--- config.mk ---
export PLATFORM = sky130hd
export DESIGN_NAME = mem_port_arbiter_flat
export DESIGN_NICKNAME = d
export VERILOG_FILES = /design/src/rtl/mem_port_arbiter_pkg.sv /design/src/rtl/mem_port_arbiter_if.sv /design/src/rtl/mem_port_arbiter_pick.sv /design/src/rtl/mem_port_arbiter.sv /design/src/flat_wrapper.sv
export SDC_FILE = /design/constraint.sdc
export NUM_CORES = 1
export LEC_CHECK = 0
export BUFFER_PORTS_ARGS = -buffer_cell sky130_fd_sc_hd__buf_4
export CORE_UTILIZATION = 43
export CTS_CLUSTER_SIZE = 14
export DETAILED_ROUTE_END_ITERATION = 12
export PLACE_DENSITY = 0.8
export SLEW_MARGIN = 20
export SYNTH_ARGS = -nofsm -noshare
export SYNTH_HDL_FRONTEND = slang
export SYNTH_SLANG_ARGS = --single-unit
--- constraint.sdc ---
create_clock -name i_clk -period 1.6 [get_ports i_clk]
set_input_delay 0 -clock i_clk [delete_from_list [all_inputs] [get_ports i_clk]]
set_output_delay 0 -clock i_clk [all_outputs]
set_load 0.05 [all_outputs]
--- src/rtl/mem_port_arbiter_pkg.sv ---
// Shared constants for the two-port memory arbiter: FSM encoding, port ids
// and default bus widths.
package mem_arb_pkg;

  localparam int AW_DEF = 24;
  localparam int DW_DEF = 32;

  typedef logic [1:0] state_t;

  localparam state_t ST_IDLE   = 2'd0;
  localparam state_t ST_ACCESS = 2'd1;
  localparam state_t ST_RESP   = 2'd2;

  localparam logic PORT_FETCH = 1'b0;
  localparam logic PORT_DATA  = 1'b1;

endpackage

--- src/rtl/mem_port_arbiter_if.sv ---
// Requester and Memory signals of the arbiter grouped as one bundle;
// slave is the arbiter's view, master is the view of whatever drives it.
interface mem_port_arbiter_if
  import mem_arb_pkg::*;
#(
  parameter int AW = AW_DEF,
  parameter int DW = DW_DEF
);

  logic          req0;
  logic          req1;
  logic [AW-1:0] addr0;
  logic [AW-1:0] addr1;
  logic          wr0;
  logic          wr1;
  logic          len0;
  logic          len1;
  logic [DW-1:0] wdata0;
  logic [DW-1:0] wdata1;
  logic          ack0;
  logic          ack1;
  logic [DW-1:0] rdata;
  logic          busy;

  logic [AW-1:0] mem_addr;
  logic          mem_length;
  logic          mem_rd;
  logic          mem_wr;
  logic          mem_enable;
  logic [DW-1:0] to_mem_data;
  logic [DW-1:0] from_mem_data;
  logic          mem_rdy;

  modport slave (
    input  req0, req1, addr0, addr1, wr0, wr1, len0, len1, wdata0, wdata1,
    input  from_mem_data, mem_rdy,
    output ack0, ack1, rdata, busy,
    output mem_addr, mem_length, mem_rd, mem_wr, mem_enable, to_mem_data
  );

  modport master (
    output req0, req1, addr0, addr1, wr0, wr1, len0, len1, wdata0, wdata1,
    output from_mem_data, mem_rdy,
    input  ack0, ack1, rdata, busy,
    input  mem_addr, mem_length, mem_rd, mem_wr, mem_enable, to_mem_data
  );

endinterface

--- src/rtl/mem_port_arbiter_pick.sv ---
// Combinational winner select between fetch and data ports.
// ARB_ROUND_ROBIN_EN selects alternating ties; otherwise the data port always wins.
module arb_pick
  import mem_arb_pkg::*;
(
  input  logic i_req0,
  input  logic i_req1,
`ifdef ARB_ROUND_ROBIN_EN
  input  logic i_last_grant,
`endif
  output logic o_grant,
  output logic o_valid
);

  always_comb begin
    o_valid = i_req0 | i_req1;
    o_grant = PORT_FETCH;
    case ({i_req1, i_req0})
      2'b01:   o_grant = PORT_FETCH;
      2'b10:   o_grant = PORT_DATA;
`ifdef ARB_ROUND_ROBIN_EN
      // The port that was not served last takes the tie.
      2'b11:   o_grant = ~i_last_grant;
`else
      2'b11:   o_grant = PORT_DATA;
`endif
      default: o_grant = PORT_FETCH;
    endcase
  end

endmodule

--- src/rtl/mem_port_arbiter.sv ---
// Two-requester arbiter for the single Memory port: IDLE -> ACCESS -> RESP.
// Optional ARB_ROUND_ROBIN_EN turns fixed priority into alternating tie-break.
module mem_port_arbiter
  import mem_arb_pkg::*;
#(
  parameter int AW = AW_DEF,
  parameter int DW = DW_DEF
)(
  input logic               i_clk,
  input logic               i_reset,
  mem_port_arbiter_if.slave bus
);

  state_t        r_state;
  state_t        w_state_nxt;

  logic          w_grant;
  logic          w_valid;
  logic          r_grant;

  logic [AW-1:0] w_sel_addr;
  logic          w_sel_wr;
  logic          w_sel_len;
  logic [DW-1:0] w_sel_wdata;

  logic          w_load;
  logic          w_capture;
  logic          w_enable_nxt;
  logic          w_rd_nxt;
  logic          w_wr_nxt;
  logic          w_ack0_nxt;
  logic          w_ack1_nxt;
  logic          w_busy_nxt;

  logic [AW-1:0] r_mem_addr;
  logic          r_mem_length;
  logic          r_mem_rd;
  logic          r_mem_wr;
  logic          r_mem_enable;
  logic [DW-1:0] r_to_mem_data;
  logic [DW-1:0] r_rdata;
  logic          r_ack0;
  logic          r_ack1;
  logic          r_busy;

`ifdef ARB_ROUND_ROBIN_EN
  logic          r_last_grant;

  arb_pick u_pick (
    .i_req0       (bus.req0),
    .i_req1       (bus.req1),
    .i_last_grant (r_last_grant),
    .o_grant      (w_grant),
    .o_valid      (w_valid)
  );

  always_ff @(posedge i_clk) begin
    if (i_reset) begin
      r_last_grant <= PORT_FETCH;
    end else if (w_load) begin
      r_last_grant <= w_grant;
    end
  end
`else
  arb_pick u_pick (
    .i_req0  (bus.req0),
    .i_req1  (bus.req1),
    .o_grant (w_grant),
    .o_valid (w_valid)
  );
`endif

  always_comb begin
    if (w_grant == PORT_DATA) begin
      w_sel_addr  = bus.addr1;
      w_sel_wr    = bus.wr1;
      w_sel_len   = bus.len1;
      w_sel_wdata = bus.wdata1;
    end else begin
      w_sel_addr  = bus.addr0;
      w_sel_wr    = bus.wr0;
      w_sel_len   = bus.len0;
      w_sel_wdata = bus.wdata0;
    end
  end

  always_ff @(posedge i_clk) begin
    if (i_reset) begin
      r_state <= ST_IDLE;
    end else begin
      r_state <= w_state_nxt;
    end
  end

  always_comb begin
    w_state_nxt = r_state;
    case (r_state)
      ST_IDLE: begin
        if (w_valid) begin
          w_state_nxt = ST_ACCESS;
        end else begin
          w_state_nxt = ST_IDLE;
        end
      end
      ST_ACCESS: begin
        if (bus.mem_rdy) begin
          w_state_nxt = ST_RESP;
        end else begin
          w_state_nxt = ST_ACCESS;
        end
      end
      ST_RESP: w_state_nxt = ST_IDLE;
      default: w_state_nxt = ST_IDLE;
    endcase
  end

  // Next values of the registered outputs, so every output comes straight from a flop.
  always_comb begin
    w_load       = 1'b0;
    w_capture    = 1'b0;
    w_enable_nxt = 1'b0;
    w_rd_nxt     = 1'b0;
    w_wr_nxt     = 1'b0;
    w_ack0_nxt   = 1'b0;
    w_ack1_nxt   = 1'b0;
    w_busy_nxt   = (w_state_nxt != ST_IDLE);
    case (r_state)
      ST_IDLE: begin
        if (w_valid) begin
          w_load       = 1'b1;
          w_enable_nxt = 1'b1;
          w_rd_nxt     = ~w_sel_wr;
          w_wr_nxt     = w_sel_wr;
        end else begin
          w_load       = 1'b0;
        end
      end
      ST_ACCESS: begin
        if (bus.mem_rdy) begin
          w_capture  = r_mem_rd;
          w_ack0_nxt = (r_grant == PORT_FETCH);
          w_ack1_nxt = (r_grant == PORT_DATA);
        end else begin
          w_enable_nxt = 1'b1;
          w_rd_nxt     = r_mem_rd;
          w_wr_nxt     = r_mem_wr;
        end
      end
      ST_RESP: w_load = 1'b0;
      default: w_load = 1'b0;
    endcase
  end

  always_ff @(posedge i_clk) begin
    if (i_reset) begin
      r_grant       <= PORT_FETCH;
      r_mem_addr    <= {AW{1'b0}};
      r_mem_length  <= 1'b0;
      r_to_mem_data <= {DW{1'b0}};
      r_mem_rd      <= 1'b0;
      r_mem_wr      <= 1'b0;
      r_mem_enable  <= 1'b0;
      r_rdata       <= {DW{1'b0}};
      r_ack0        <= 1'b0;
      r_ack1        <= 1'b0;
      r_busy        <= 1'b0;
    end else begin
      r_mem_enable <= w_enable_nxt;
      r_mem_rd     <= w_rd_nxt;
      r_mem_wr     <= w_wr_nxt;
      r_ack0       <= w_ack0_nxt;
      r_ack1       <= w_ack1_nxt;
      r_busy       <= w_busy_nxt;
      if (w_load) begin
        r_grant       <= w_grant;
        r_mem_addr    <= w_sel_addr;
        r_mem_length  <= w_sel_len;
        r_to_mem_data <= w_sel_wdata;
      end
      // Writes complete without touching the last read data.
      if (w_capture) begin
        r_rdata <= bus.from_mem_data;
      end
    end
  end

  assign bus.mem_addr    = r_mem_addr;
  assign bus.mem_length  = r_mem_length;
  assign bus.mem_rd      = r_mem_rd;
  assign bus.mem_wr      = r_mem_wr;
  assign bus.mem_enable  = r_mem_enable;
  assign bus.to_mem_data = r_to_mem_data;
  assign bus.rdata       = r_rdata;
  assign bus.ack0        = r_ack0;
  assign bus.ack1        = r_ack1;
  assign bus.busy        = r_busy;

endmodule

--- src/flat_wrapper.sv ---
// flat-port wrapper written by rule: the top's interface ports become plain ports
module mem_port_arbiter_flat import mem_arb_pkg::*;
#(
  parameter int AW = AW_DEF,
  parameter int DW = DW_DEF
)
  (i_clk, i_reset, bus_req0, bus_req1, bus_addr0, bus_addr1, bus_wr0, bus_wr1, bus_len0, bus_len1, bus_wdata0, bus_wdata1, bus_from_mem_data, bus_mem_rdy, bus_ack0, bus_ack1, bus_rdata, bus_busy, bus_mem_addr, bus_mem_length, bus_mem_rd, bus_mem_wr, bus_mem_enable, bus_to_mem_data);
  mem_port_arbiter_if #(.AW(AW), .DW(DW)) bus_i ();
  input logic i_clk;
  input logic i_reset;
  input wire logic [$bits(bus_i.req0)-1:0] bus_req0;
  input wire logic [$bits(bus_i.req1)-1:0] bus_req1;
  input wire logic [$bits(bus_i.addr0)-1:0] bus_addr0;
  input wire logic [$bits(bus_i.addr1)-1:0] bus_addr1;
  input wire logic [$bits(bus_i.wr0)-1:0] bus_wr0;
  input wire logic [$bits(bus_i.wr1)-1:0] bus_wr1;
  input wire logic [$bits(bus_i.len0)-1:0] bus_len0;
  input wire logic [$bits(bus_i.len1)-1:0] bus_len1;
  input wire logic [$bits(bus_i.wdata0)-1:0] bus_wdata0;
  input wire logic [$bits(bus_i.wdata1)-1:0] bus_wdata1;
  input wire logic [$bits(bus_i.from_mem_data)-1:0] bus_from_mem_data;
  input wire logic [$bits(bus_i.mem_rdy)-1:0] bus_mem_rdy;
  output wire logic [$bits(bus_i.ack0)-1:0] bus_ack0;
  output wire logic [$bits(bus_i.ack1)-1:0] bus_ack1;
  output wire logic [$bits(bus_i.rdata)-1:0] bus_rdata;
  output wire logic [$bits(bus_i.busy)-1:0] bus_busy;
  output wire logic [$bits(bus_i.mem_addr)-1:0] bus_mem_addr;
  output wire logic [$bits(bus_i.mem_length)-1:0] bus_mem_length;
  output wire logic [$bits(bus_i.mem_rd)-1:0] bus_mem_rd;
  output wire logic [$bits(bus_i.mem_wr)-1:0] bus_mem_wr;
  output wire logic [$bits(bus_i.mem_enable)-1:0] bus_mem_enable;
  output wire logic [$bits(bus_i.to_mem_data)-1:0] bus_to_mem_data;
  assign bus_i.req0 = bus_req0;
  assign bus_i.req1 = bus_req1;
  assign bus_i.addr0 = bus_addr0;
  assign bus_i.addr1 = bus_addr1;
  assign bus_i.wr0 = bus_wr0;
  assign bus_i.wr1 = bus_wr1;
  assign bus_i.len0 = bus_len0;
  assign bus_i.len1 = bus_len1;
  assign bus_i.wdata0 = bus_wdata0;
  assign bus_i.wdata1 = bus_wdata1;
  assign bus_i.from_mem_data = bus_from_mem_data;
  assign bus_i.mem_rdy = bus_mem_rdy;
  assign bus_ack0 = bus_i.ack0;
  assign bus_ack1 = bus_i.ack1;
  assign bus_rdata = bus_i.rdata;
  assign bus_busy = bus_i.busy;
  assign bus_mem_addr = bus_i.mem_addr;
  assign bus_mem_length = bus_i.mem_length;
  assign bus_mem_rd = bus_i.mem_rd;
  assign bus_mem_wr = bus_i.mem_wr;
  assign bus_mem_enable = bus_i.mem_enable;
  assign bus_to_mem_data = bus_i.to_mem_data;
  mem_port_arbiter #(.AW(AW), .DW(DW)) u_core (.i_clk(i_clk), .i_reset(i_reset), .bus(bus_i));
endmodule
Word-level counts from Yosys, hierarchy flattened
Index checks and enable logic that the tools add are counted.
{"block": "word_totals", "reg_bits": 98, "inputBits": 153, "elab_cells": 44, "output_inout_bits": 95}
{"block": "classes", "reduce_logical": 4, "muxes": 19, "eq_ne": 4, "bitwise_logic": 5}
{"op": "$mux 32", "n": 1}
{"op": "$mux 24", "n": 1}
{"op": "$mux 1", "n": 12}
{"op": "$pmux 1 s2", "n": 3}
{"op": "$eq 2x2->1 const B", "n": 2}
{"op": "$not 1->1", "n": 4}
{"op": "$pmux 2 s2", "n": 1}
{"op": "$reduce_or 3->1", "n": 1}
{"op": "$eq 2x1->1 const B", "n": 1}
{"op": "$logic_not 2->1", "n": 1}
{"op": "$mux 2", "n": 1}
{"op": "$ne 2x2->1 const B", "n": 1}
{"op": "$reduce_bool 2->1", "n": 1}
{"op": "$reduce_or 2->1", "n": 1}
{"op": "$or 1x1->1", "n": 1}

Logic depth before layout (Yosys ltp)
Gate-level depths: netlist of the first run.
{"block": "logic_depth", "depth_word": 7, "depth_mapped": 7, "depth_no_buf": 3}

Cells and area by module
Synthesis of the first run repeated with hierarchy kept, for this count alone.
{"block": "unflattened", "hier_cells": 422, "hier_area_um2": 4430.5}
{"module": "mem_port_arbiter", "seq_area_each_um2": 1941.9, "area_per_inst_um2": 4420.5, "n_inst": 1, "cells_per_inst": 420}
{"module": "arb_pick", "seq_area_each_um2": 0.0, "area_per_inst_um2": 10.0, "n_inst": 1, "cells_per_inst": 2}

Worst setup path after synthesis of the first run
No wires, ideal clock.
{"block": "synth_path", "path_type": "register to register", "start": "reg u_core.r_state[0]", "end": "reg u_core.r_rdata[3] (netlist: u_core.bus.rdata[3])", "path_stages_with_launch": 6, "period_less_slack_ns": 1.610, "t_required_ns": 1.528, "setup_time_ns": 0.072, "arrival_ns": 1.538, "path_slack_ns": -0.010, "path_buffers": 2, "path_cell_list": "dfxtp_1 and4b_1 clkbuf_1 clkbuf_1 nand2_1 a21oi_1"}
{"block": "synth_via", "elab_chain_cells": 2}
{"item": "start: declaration", "line_no": "mem_port_arbiter.sv:14", "text": "state_t r_state;"}
{"item": "start signal: assignment", "line_no": "mem_port_arbiter.sv:91", "text": "r_state <= w_state_nxt;"}
{"item": "$eq 2x1->1", "line_no": "mem_port_arbiter.sv:127", "text": "case (r_state)"}
{"item": "$mux 1", "line_no": "mem_port_arbiter.sv:127"}
{"item": "end signal: assignment", "line_no": "mem_port_arbiter.sv:163", "text": "r_rdata <= {DW{1'b0}};"}
{"item": "end signal: assignment", "line_no": "mem_port_arbiter.sv:182", "text": "r_rdata <= bus.from_mem_data;"}
{"item": "end: declaration", "line_no": "mem_port_arbiter.sv:41", "text": "logic [DW-1:0] r_rdata;"}
Every way passes these cells.
A chain may end at the register's enable or synchronous reset.

Final worst setup path of the first run
{"block": "layout_path", "start": "in bus_req0", "end": "reg u_core.r_mem_addr[10] (netlist: u_core.bus.mem_addr[10])"}
{"block": "layout_via", "elab_chain_cells": 4, "word_cells_on_any_way": 8, "cone_classes": "eq/ne (2); mux (4); bitwise (1); reduce/logical (1)"}
{"item": "start: declaration", "line_no": "flat_wrapper.sv:11", "text": "input wire logic [$bits(bus_i.req0)-1:0] bus_req0;"}
{"item": "$eq 2x2->1", "line_no": "mem_port_arbiter_pick.sv:18", "text": "case ({i_req1, i_req0})"}
{"item": "$reduce_or 2->1 (no source line)"}
{"item": "$mux 1", "line_no": "mem_port_arbiter_pick.sv:18"}
{"item": "$mux 24", "line_no": "mem_port_arbiter.sv:74", "text": "if (w_grant == PORT_DATA) begin"}
{"item": "end signal: assignment", "line_no": "mem_port_arbiter.sv:157", "text": "r_mem_addr <= {AW{1'b0}};"}
{"item": "end signal: assignment", "line_no": "mem_port_arbiter.sv:176", "text": "r_mem_addr <= w_sel_addr;"}
{"item": "end: declaration", "line_no": "mem_port_arbiter.sv:35", "text": "logic [AW-1:0] r_mem_addr;"}
Several ways; a longest one is shown, not always the timed one.

==> results of run 1 <==
## state kept, by name, indices dropped and copies added (netlist names)
name	count
u_core.bus.mem_wr	1
u_core.bus.to_mem_data	32
u_core.r_grant	1
u_core.bus.ack1	1
u_core.bus.busy	1
u_core.bus.mem_rd	1
u_core.bus.rdata	32
u_core.bus.ack0	1
u_core.bus.mem_length	1
u_core.r_state	2
u_core.bus.mem_addr	24
## metal layers
metal,GRT usage,vias up,wire length [um]
met4,0.111,0,327
met5,0,-,0
met3,0.0815,30,1230
met2,0.497,186,7150
met1,0.285,2019,5130
li1,-,2068,-
## worst max path at each step
stage and endpoint:
6_report u_core.bus.mem_addr[10]$_SDFFE_PP0P_, 5_1_grt u_core.bus.mem_addr[12]$_SDFFE_PP0P_, 4_1_cts u_core.bus.mem_addr[10]$_SDFFE_PP0P_, 3_5_place_dp u_core.bus.mem_addr[13]$_SDFFE_PP0P_, 3_3_place_gp u_core.bus.mem_addr[16]$_SDFFE_PP0P_, 2_1_floorplan u_core.bus.rdata[3]$_SDFFE_PP0P_
## kinds of logic after synthesis
group,count (synthesis),synth area share
mux,59,0.143
compound gates,152,0.259
simple gates,77,0.0782
buf+inv,43,0.0488
flops,97,0.471
## cell type report
cell class              count  area, um^2  area share
well taps                 129         161      0.0242
multi-input cells         289        2000       0.299
clock inverters             2        37.5     0.00562
repair buffers            298        2380       0.357
flip-flops and latches     97        1940       0.291
clock buffers              14         153      0.0229
## critical path, cell delays in order
cell                            delay (ps)
sky130_fd_sc_hd__dlygate4sd3_1         550
sky130_fd_sc_hd__buf_4                 140
sky130_fd_sc_hd__or2_2                 400
sky130_fd_sc_hd__and2_4                320
sky130_fd_sc_hd__a211oi_1              260
## through the flow
stage	instances	hold slack [ps]
floorplan	428	103
global placement	770	247
CTS	826	0.123
detailed placement	770	257
global route	829	5.69
finish	829	10.5
## power groups by stage
stage          Clock [W]  Combinational, W  Sequential (W)
6_report         0.00158           0.00207         0.00271
3_5_place_dp           0           0.00197         0.00277
5_1_grt          0.00174           0.00217         0.00273
2_1_floorplan          0          0.000610         0.00340
4_1_cts          0.00160           0.00205         0.00271
3_3_place_gp           0           0.00194         0.00276
## what timing repair did
item                                    in CTS  in global routing
endpoints found under the hold margin       43                  1
hold buffers                                40                  2
resized for setup                            0                  2
setup buffers                                0                  0
endpoints found under the setup margin       0                 57
## cells in the mapped netlist (all sizes together)
cell	count
a32oi	2
nor2	4
dfxtp	97
a211oi	57
a21oi	91
nand2	65
mux2	1
a21bo	1
and2	2
and4b	1
mux2i	58
nor2b	1
clkbuf	31
o21bai	1
nor3b	1
buf	12
nor4bb	1
or2	1
nand4b	1
==> flow_summary.ini, run 1 <==
[run_status]
outcome = finished, final reports clean

[power_and_ir_drop]
p_per_area_nw_per_um2 = 952
power.switching_fraction = 0.340
total_power_w = 0.00636
worst_ir_drop_vdd_mv = 0.531
power.static_leakage_nw = 3.00
switchingPower_w = 0.00216
intPower_w = 0.00419
share_seq_of_total_power = 0.427
pwr-share-comb = 0.325
power.share.clock = 0.248

[finish]
layout_overhead_on_the_synthesized_area_pct = 61.8
fillCellCount = 690
stdcell_area_um2 = 6680
post-route-util = 0.719
antenna_cells = 0
post_route_cells_drive_above_1_share = 0.436
mostFrequentLayoutCell = sky130_fd_sc_hd__buf_4
num-nets-final = 848
layout_common_cells = 252 x sky130_fd_sc_hd__buf_4, 96 x sky130_fd_sc_hd__dfxtp_1, 91 x sky130_fd_sc_hd__a21oi_1

[grt]
grt_max_degree = 63
wire_length_of_the_first_global_routing_pass_um = 21200
antenna_found_initial = 0
via_count_of_the_first_global_routing_pass = 4336
grt_overflow_total = 0
globalRouteTotalUtil = 0.270

[clocking]
depth_of_the_cts_h_tree = 3
path_clk_slew_ps = 90
clk-insertion-delay-late_ps = 350
tritoncts = yes
cts_sinks = 97
cts_buffer_depth = 2
cts_buf_count = 9
cts_root_buf = sky130_fd_sc_hd__clkbuf_8

[drt]
num_vias = 4303
remaining_drc_errors = 0
postRouteAntennaNets = 0
dr.first_iter.drc_count = 170
totalWireLength_um = 13800
detail_route.first_pass.iterations = 4
route.detailed.wl_per_inst_um = 16.7
vias_per_cell = 5.19

[logic_synthesis]
synth_warnings = 0
synthesis.area_um2 = 4130
post_synth_inst_count = 428
synth.ff_latch_count = 97
synth_seq_area_share = 0.471
netlist.top_cell.by_area = sky130_fd_sc_hd__dfxtp_1
synth_cell_types = 22
syn_area_per_cell_um2 = 9.64
area_share_of_the_largest_cell_type_after_synthesis = 0.471
synth_top_cells_by_area = sky130_fd_sc_hd__dfxtp_1 47%, sky130_fd_sc_hd__mux2i_1 14%, sky130_fd_sc_hd__a21oi_1 11%
syn_nets = 581

[floorplanning]
count_of_standard_cell_rows = 35
dieWidth_um = 100
die_h_um = 100
core_region_area_um2 = 9280
initial_core_util = 0.444
design.portCount = 248
total_die_area_um2 = 9990

[worst_hold_path]
worstHoldEndpoint = u_core.bus.mem_addr[21]$_SDFFE_PP0P_
hp-start = bus_addr0[21]
type_of_the_worst_min_delay_path = input port to flop
hold-path-cell-count = 3

[sta]
maxSlewViolCount = 0
timing.slew.headroom = 0.638
max_freq_ghz = 0.699
layout_min_cycle_time_ps = 1430
rsz0062_at_grt = false
worst_case_setup_margin_in_the_final_layout_ps = 168
layout_worst_path_cycle_share = 0.895
timing.setup.tns_ps = 0
hold_viol = 0
timing.clock.skew_ps = 10.2
worst_slew_pin_slew_ps = 542
finalSetupViolations = 0

[placed_design]
place_congestion = 0.753
hpwlAfterDp_um = 9160
place_worst_setup_slack_ps = 48.3
dpl_cell_area_um2 = 6050
input_output_buffers = 247

[critical_path]
path_class = input port to flop
worstReg2RegStart = u_core.r_state[1]$_SDFF_PP0_
worst-endpoint-arrival_ps = 1680
crit_required_ps = 1850
cp_launch_point = bus_req0
minimum_setup_slack_among_reg_to_reg_paths_ps = 270
critPathCaptureType = flop
startpoint_type = input port
timing.reg2reg.worst_path_depth = 4
worst_r2r_endpoint = u_core.bus.rdata[19]$_SDFFE_PP0P_
path_max_fanout = 29

[run]
number_of_max_capacitance_violations_reported = 0
Note: power is estimated with default switching activity, not from simulation.
==> run 2: changes to the inputs <==
PLACE_DENSITY = 0.77   (was 0.8)
==> flow_summary.ini, run 2 (synthesis results as in run 1) <==
[floorplanning]
total_die_area_um2 = 9990
count_of_standard_cell_rows = 35
design.portCount = 248
initial_core_util = 0.444
die_h_um = 100
core_region_area_um2 = 9280
dieWidth_um = 100

[sta]
timing.clock.skew_ps = 5.20
layout_min_cycle_time_ps = 1520
hold-worst-slack_ps = 10.6
max_freq_ghz = 0.658
maxSlewViolCount = 0
rsz0062_at_grt = false
worst_slew_pin_slew_ps = 601
timing.setup.tns_ps = 0
layout_worst_path_cycle_share = 0.950
hold_viol = 0
timing.slew.headroom = 0.594
finalSetupViolations = 0

[finish]
antenna_cells = 0
stdcell_area_um2 = 6730
num-nets-final = 850
layout_common_cells = 254 x sky130_fd_sc_hd__buf_4, 96 x sky130_fd_sc_hd__dfxtp_1, 91 x sky130_fd_sc_hd__a21oi_1
layout_overhead_on_the_synthesized_area_pct = 63.0
post-route-util = 0.724
layoutNonFillerInstCount = 831
mostFrequentLayoutCell = sky130_fd_sc_hd__buf_4
post_route_cells_drive_above_1_share = 0.439

[grt]
wire_length_of_the_first_global_routing_pass_um = 20700
grt_max_degree = 61
globalRouteTotalUtil = 0.264
via_count_of_the_first_global_routing_pass = 4299
antenna_found_initial = 0
grt_overflow_total = 0

[drt]
detail_route.first_pass.iterations = 4
totalWireLength_um = 13700
remaining_drc_errors = 0
vias_per_cell = 5.22
route.detailed.wl_per_inst_um = 16.5
dr.first_iter.drc_count = 76
postRouteAntennaNets = 0
num_vias = 4341

[clocking]
depth_of_the_cts_h_tree = 3
cts_buf_count = 9
tritoncts = yes
clk-insertion-delay-late_ps = 350
path_clk_slew_ps = 90
cts_sinks = 97
cts_root_buf = sky130_fd_sc_hd__clkbuf_8
cts_buffer_depth = 2

[critical_path]
startpoint_type = input port
cp_launch_point = bus_req0
path_class = input port to flop
minimum_setup_slack_among_reg_to_reg_paths_ps = 270
cp-endpoint = u_core.bus.mem_addr[15]$_SDFFE_PP0P_
worst-endpoint-arrival_ps = 1790
path_max_fanout = 24
timing.reg2reg.worst_path_depth = 4
critPathCaptureType = flop
crit_required_ps = 1870
worst_r2r_endpoint = u_core.bus.mem_addr[13]$_SDFFE_PP0P_
worstReg2RegStart = u_core.r_state[1]$_SDFF_PP0_

[power_and_ir_drop]
intPower_w = 0.00436
share_seq_of_total_power = 0.414
worst_ir_drop_vdd_mv = 0.475
power.share.clock = 0.268
power.static_leakage_nw = 3.03
p_per_area_nw_per_um2 = 975
power.switching_fraction = 0.334
pwr-share-comb = 0.317
switchingPower_w = 0.00219

[run]
number_of_max_capacitance_violations_reported = 0

[placed_design]
input_output_buffers = 247
dpl_cell_area_um2 = 6070
place.detailed.instances = 772
place_congestion = 0.748
hpwlAfterDp_um = 9200

[run_status]
outcome = finished, final reports clean

[worst_hold_path]
type_of_the_worst_min_delay_path = input port to flop
hp-start = bus_addr1[0]
run 2: layout make-up:
cell class / count / area, um^2
Fill cell: 694 / 2560
Timing Repair Buffer: 301 / 2410
Clock buffer: 12 / 145
Multi-Input combinational cell: 288 / 1990
Tap cell: 129 / 161
Sequential cell: 97 / 1940
Clock inverter: 4 / 76.3
run 2: routing by layer:
metal  GRT usage  share of wire  vias to the layer above
met5           0              0                        -
met4       0.111          0.026                        0
met3      0.0606          0.069                       32
met2       0.492           0.52                      163
met1       0.287           0.39                     2067
li1            -              -                     2079
run 2: what timing repair did:
action | in CTS | in global routing
hold endpoints to repair | 40 | 0
hold buffers | 43 | 0
endpoints found under the setup margin | 0 | 6
buffers inserted | 0 | 0
resized for setup | 0 | 1
run 2: worst max-delay path, cell delays in order:
cell and delay (ps):
sky130_fd_sc_hd__dlygate4sd3_1 550, sky130_fd_sc_hd__buf_4 140, sky130_fd_sc_hd__or2_2 400, sky130_fd_sc_hd__and2_4 280
sky130_fd_sc_hd__buf_12 190, sky130_fd_sc_hd__a211oi_1 220
run 2: power groups by stage:
stage                     registers (W)  logic, W  clock network, W
final                           0.00271   0.00208           0.00176
after global routing            0.00274   0.00219           0.00189
after detailed placement        0.00277   0.00199                 0
after global placement          0.00276   0.00195                 0
after CTS                       0.00271   0.00208           0.00179
after floorplan                 0.00340  0.000610                 0
run 2: through the flow:
step,total power [W],setup slack [ps]
3_5_place_dp,0.00475,258
5_1_grt,0.00681,28.5
4_1_cts,0.00658,77.5
3_3_place_gp,0.00471,311
2_1_floorplan,0.00401,26.9
6_report,0.00656,80.4
run 2: how the worst min path moves through the flow:
stage,to,slack [ps],cells after the start
4_1_cts,u_core.bus.mem_addr[0]$_SDFFE_PP0P_,3,3
3_3_place_gp,u_core.r_state[1]$_SDFF_PP0_,240,2
3_5_place_dp,u_core.r_state[1]$_SDFF_PP0_,250,2
6_report,u_core.bus.mem_addr[0]$_SDFFE_PP0P_,10,3
5_1_grt,u_core.bus.mem_addr[13]$_SDFFE_PP0P_,5,3
2_1_floorplan,u_core.r_state[1]$_SDFF_PP0_,100,1
==> run 3: changes to the inputs <==
--- a/config.mk
+++ b/config.mk
@@ -7,10 +7,11 @@
 export LEC_CHECK = 0
 export BUFFER_PORTS_ARGS = -buffer_cell sky130_fd_sc_hd__buf_4
-export CORE_UTILIZATION = 43
+export CORE_UTILIZATION = 45
 export CTS_CLUSTER_SIZE = 14
 export DETAILED_ROUTE_END_ITERATION = 12
-export PLACE_DENSITY = 0.77
+export PLACE_DENSITY = 0.78
 export SLEW_MARGIN = 20
 export SYNTH_ARGS = -nofsm -noshare
 export SYNTH_HDL_FRONTEND = slang
+export SYNTH_HIERARCHICAL = 1
 export SYNTH_SLANG_ARGS = --single-unit
==> constraint.sdc (replaced) <==
create_clock -name i_clk -period 1.6 [get_ports i_clk]
set_input_delay 0 -clock i_clk [delete_from_list [all_inputs] [get_ports i_clk]]
set_output_delay 0 -clock i_clk [all_outputs]
set_load 0.01 [all_outputs]
==> flow_summary.ini, run 3 <==
[power_and_ir_drop]
power.static_leakage_nw = 3.60
worst_ir_drop_vdd_mv = 0.448
p_per_area_nw_per_um2 = 740

[finish]
multi_input_area_um2 = 2100
fillCellCount = 477
post_route_cells_drive_above_1_share = 0.365
mostFrequentLayoutCell = sky130_fd_sc_hd__buf_4
num-nets-final = 950
seq_area_um2 = 1940
antenna_cells = 0
layout_common_cells = 249 x sky130_fd_sc_hd__buf_4, 147 x sky130_fd_sc_hd__dlygate4sd3_1, 97 x sky130_fd_sc_hd__dfxtp_1
layout_overhead_on_the_synthesized_area_pct = 82.7
post-route-util = 0.864

[logic_synthesis]
synth_warnings = 6
synth_top_cells_by_area = sky130_fd_sc_hd__dfxtp_1 44%, sky130_fd_sc_hd__mux2i_1 21%, sky130_fd_sc_hd__nand2b_1 9.3%
synth.top_cells.by_count = 97 x sky130_fd_sc_hd__dfxtp_1, 91 x sky130_fd_sc_hd__mux2i_1, 66 x sky130_fd_sc_hd__nand2b_1, 57 x sky130_fd_sc_hd__inv_1, 37 x sky130_fd_sc_hd__o32ai_1
area_share_of_the_largest_cell_type_after_synthesis = 0.438
synth-edff-count = 0
synthArstFlopShare = 0
synth.ff_latch_count = 97
synth.most_common_cell = sky130_fd_sc_hd__dfxtp_1
netlist.top_cell.by_area = sky130_fd_sc_hd__dfxtp_1
synth_cell_types = 22
synth_seq_area_share = 0.438
post_synth_inst_count = 422
syn_area_per_cell_um2 = 10.5
syn_nets = 575
synthesis.area_um2 = 4430
synth-main-ff-cell = sky130_fd_sc_hd__dfxtp_1

[grt]
globalRouteTotalUtil = 0.309
grt_max_degree = 126
grt_overflow_total = 0
via_count_of_the_first_global_routing_pass = 4909
antenna_found_initial = 0
wire_length_of_the_first_global_routing_pass_um = 24300

[drt]
vias_per_cell = 5.02
postRouteAntennaNets = 0
route.detailed.wl_per_inst_um = 17.6
num_vias = 4675
totalWireLength_um = 16400
remaining_drc_errors = 0
detail_route.first_pass.iterations = 5
dr.first_iter.drc_count = 137

[sta]
maxSlewViolCount = 0
finalSetupViolations = 0
worst_case_setup_margin_in_the_final_layout_ps = 188
hold_viol = 0
rsz0062_at_grt = false
max_freq_ghz = 0.708
worst_slew_pin_slew_ps = 486
layout_worst_path_cycle_share = 0.882
timing.slew.headroom = 0.676
timing.clock.skew_ps = 13.5
timing.setup.tns_ps = 0
layout_min_cycle_time_ps = 1410

[floorplanning]
count_of_standard_cell_rows = 35
die_h_um = 101
core_region_area_um2 = 9370
design.portCount = 248
initial_core_util = 0.473
total_die_area_um2 = 10200
dieWidth_um = 101

[clocking]
clk-insertion-delay-late_ps = 350
cts_post_setup_buffers_inserted = 0
path_clk_slew_ps = 90
cts_buf_count = 9
cts_root_buf = sky130_fd_sc_hd__clkbuf_8
cts_buffer_depth = 2
depth_of_the_cts_h_tree = 3
tritoncts = yes
cts_sinks = 97

[critical_path]
path_class = flop to flop
worst-endpoint-arrival_ps = 1620
path_max_fanout = 58
crit_required_ps = 1810
timing.reg2reg.worst_path_depth = 4
startpoint_type = flop
worst_r2r_endpoint = u_core/bus.to_mem_data[30]$_SDFFE_PP0P_
worstReg2RegStart = u_core/r_state[0]$_SDFF_PP0_
minimum_setup_slack_among_reg_to_reg_paths_ps = 190
critPathCaptureType = flop

[placed_design]
hpwlAfterDp_um = 8700
place_worst_setup_slack_ps = 71.2
input_output_buffers = 247
place_congestion = 0.807

[worst_hold_path]
hp-start = bus_wr0
type_of_the_worst_min_delay_path = input port to flop
hold-path-cell-count = 3
worstHoldEndpoint = u_core/bus.mem_wr$_SDFFE_PP0P_

[run]
number_of_max_capacitance_violations_reported = 0

[run_status]
outcome = finished, final reports clean
==> run 3: cell count changes in the layout (fill, tap and decap cells not counted), sizes merged, moves of 57 or more <==
cell,before,now
dlygate4sd3,43,147
a21oi,91,0
nand2b,0,66
nand2,65,0
a211oi,57,0
inv,0,57
o32ai,0,57
==> run 3: cell families (layout without fill, tap and decap cells) <==
| kind of cell | after synthesis | after routing | synth area share |
|---|---|---|---|
| AOI/OAI and AO/OA | 61 | 61 | 0.154 |
| and+or+nand+nor | 77 | 77 | 0.112 |
| muxes | 91 | 91 | 0.206 |
| DFF | 97 | 97 | 0.438 |
| buffers and inverters | 96 | 476 | 0.0898 |
==> run 3: worst max path at each step <==
stage	startpoint	end	slack [ps]	cells after the start
2_1_floorplan	u_core/r_state[0]$_SDFF_PP0_	u_core/bus.to_mem_data[10]$_SDFFE_PP0P_	130	5
3_3_place_gp	u_core/r_state[1]$_SDFF_PP0_	u_core/bus.to_mem_data[22]$_SDFFE_PP0P_	140	3
3_5_place_dp	u_core/r_state[1]$_SDFF_PP0_	u_core/bus.mem_addr[13]$_SDFFE_PP0P_	70	3
4_1_cts	u_core/r_state[1]$_SDFF_PP0_	u_core/bus.mem_addr[13]$_SDFFE_PP0P_	60	3
5_1_grt	u_core/r_state[0]$_SDFF_PP0_	u_core/r_grant$_SDFFE_PP0P_	140	4
6_report	u_core/r_state[0]$_SDFF_PP0_	u_core/bus.to_mem_data[30]$_SDFFE_PP0P_	190	4
==> run 3: what timing repair did <==
| action | 4_1_cts | 5_1_grt |
|---|---|---|
| gates resized for setup | 0 | 2 |
| endpoints found under the hold margin | 94 | 0 |
| hold buffers | 147 | 0 |
| setup endpoints to repair | 0 | 3 |
==> run 3: critical path, cell delays in order (launching register included) <==
cell,delay [ps]
sky130_fd_sc_hd__dfxtp_1,330
sky130_fd_sc_hd__buf_4,160
sky130_fd_sc_hd__nor3b_2,260
sky130_fd_sc_hd__buf_12,330
sky130_fd_sc_hd__o32ai_1,150
==> run 3: layer usage <==
metal  GRT usage  vias to the layer above  share of wire
met2       0.571                      215           0.51
met5           0                        -              0
li1            -                     2216              -
met1       0.325                     2197           0.37
met4       0.155                        0          0.041
met3      0.0759                       47          0.072
==> run 3: final cells by class <==
cell class,instances,area share
Clock buffer,12,0.0179
Clock inverter,4,0.00649
Inverter,57,0.0264
Multi-Input combinational cell,229,0.260
Sequential cell,97,0.240
Tap cell,129,0.0199
Timing Repair Buffer,403,0.430
==> run 3: power breakdown <==
group	internal [W]	switching, W	total (W)	leakage [nW]
combinational	0.000991	0.000696	0.00169	2.71
clock	0.000769	0.000855	0.00162	0.0888
sequential	0.00258	0.000103	0.00268	0.794
==> run 3: through the flow <==
step / hold slack (ps) / power, W / area [um^2] / std cells
after floorplan: 153 / 0.00332 / 4430 / 422
after global placement: 261 / 0.00395 / 6390 / 767
after detailed placement: 271 / 0.00399 / 6390 / 767
after CTS: 14.9 / 0.00590 / 8060 / 930
after global routing: 37.8 / 0.00621 / 8090 / 931
final: 41.7 / 0.00599 / 8090 / 931
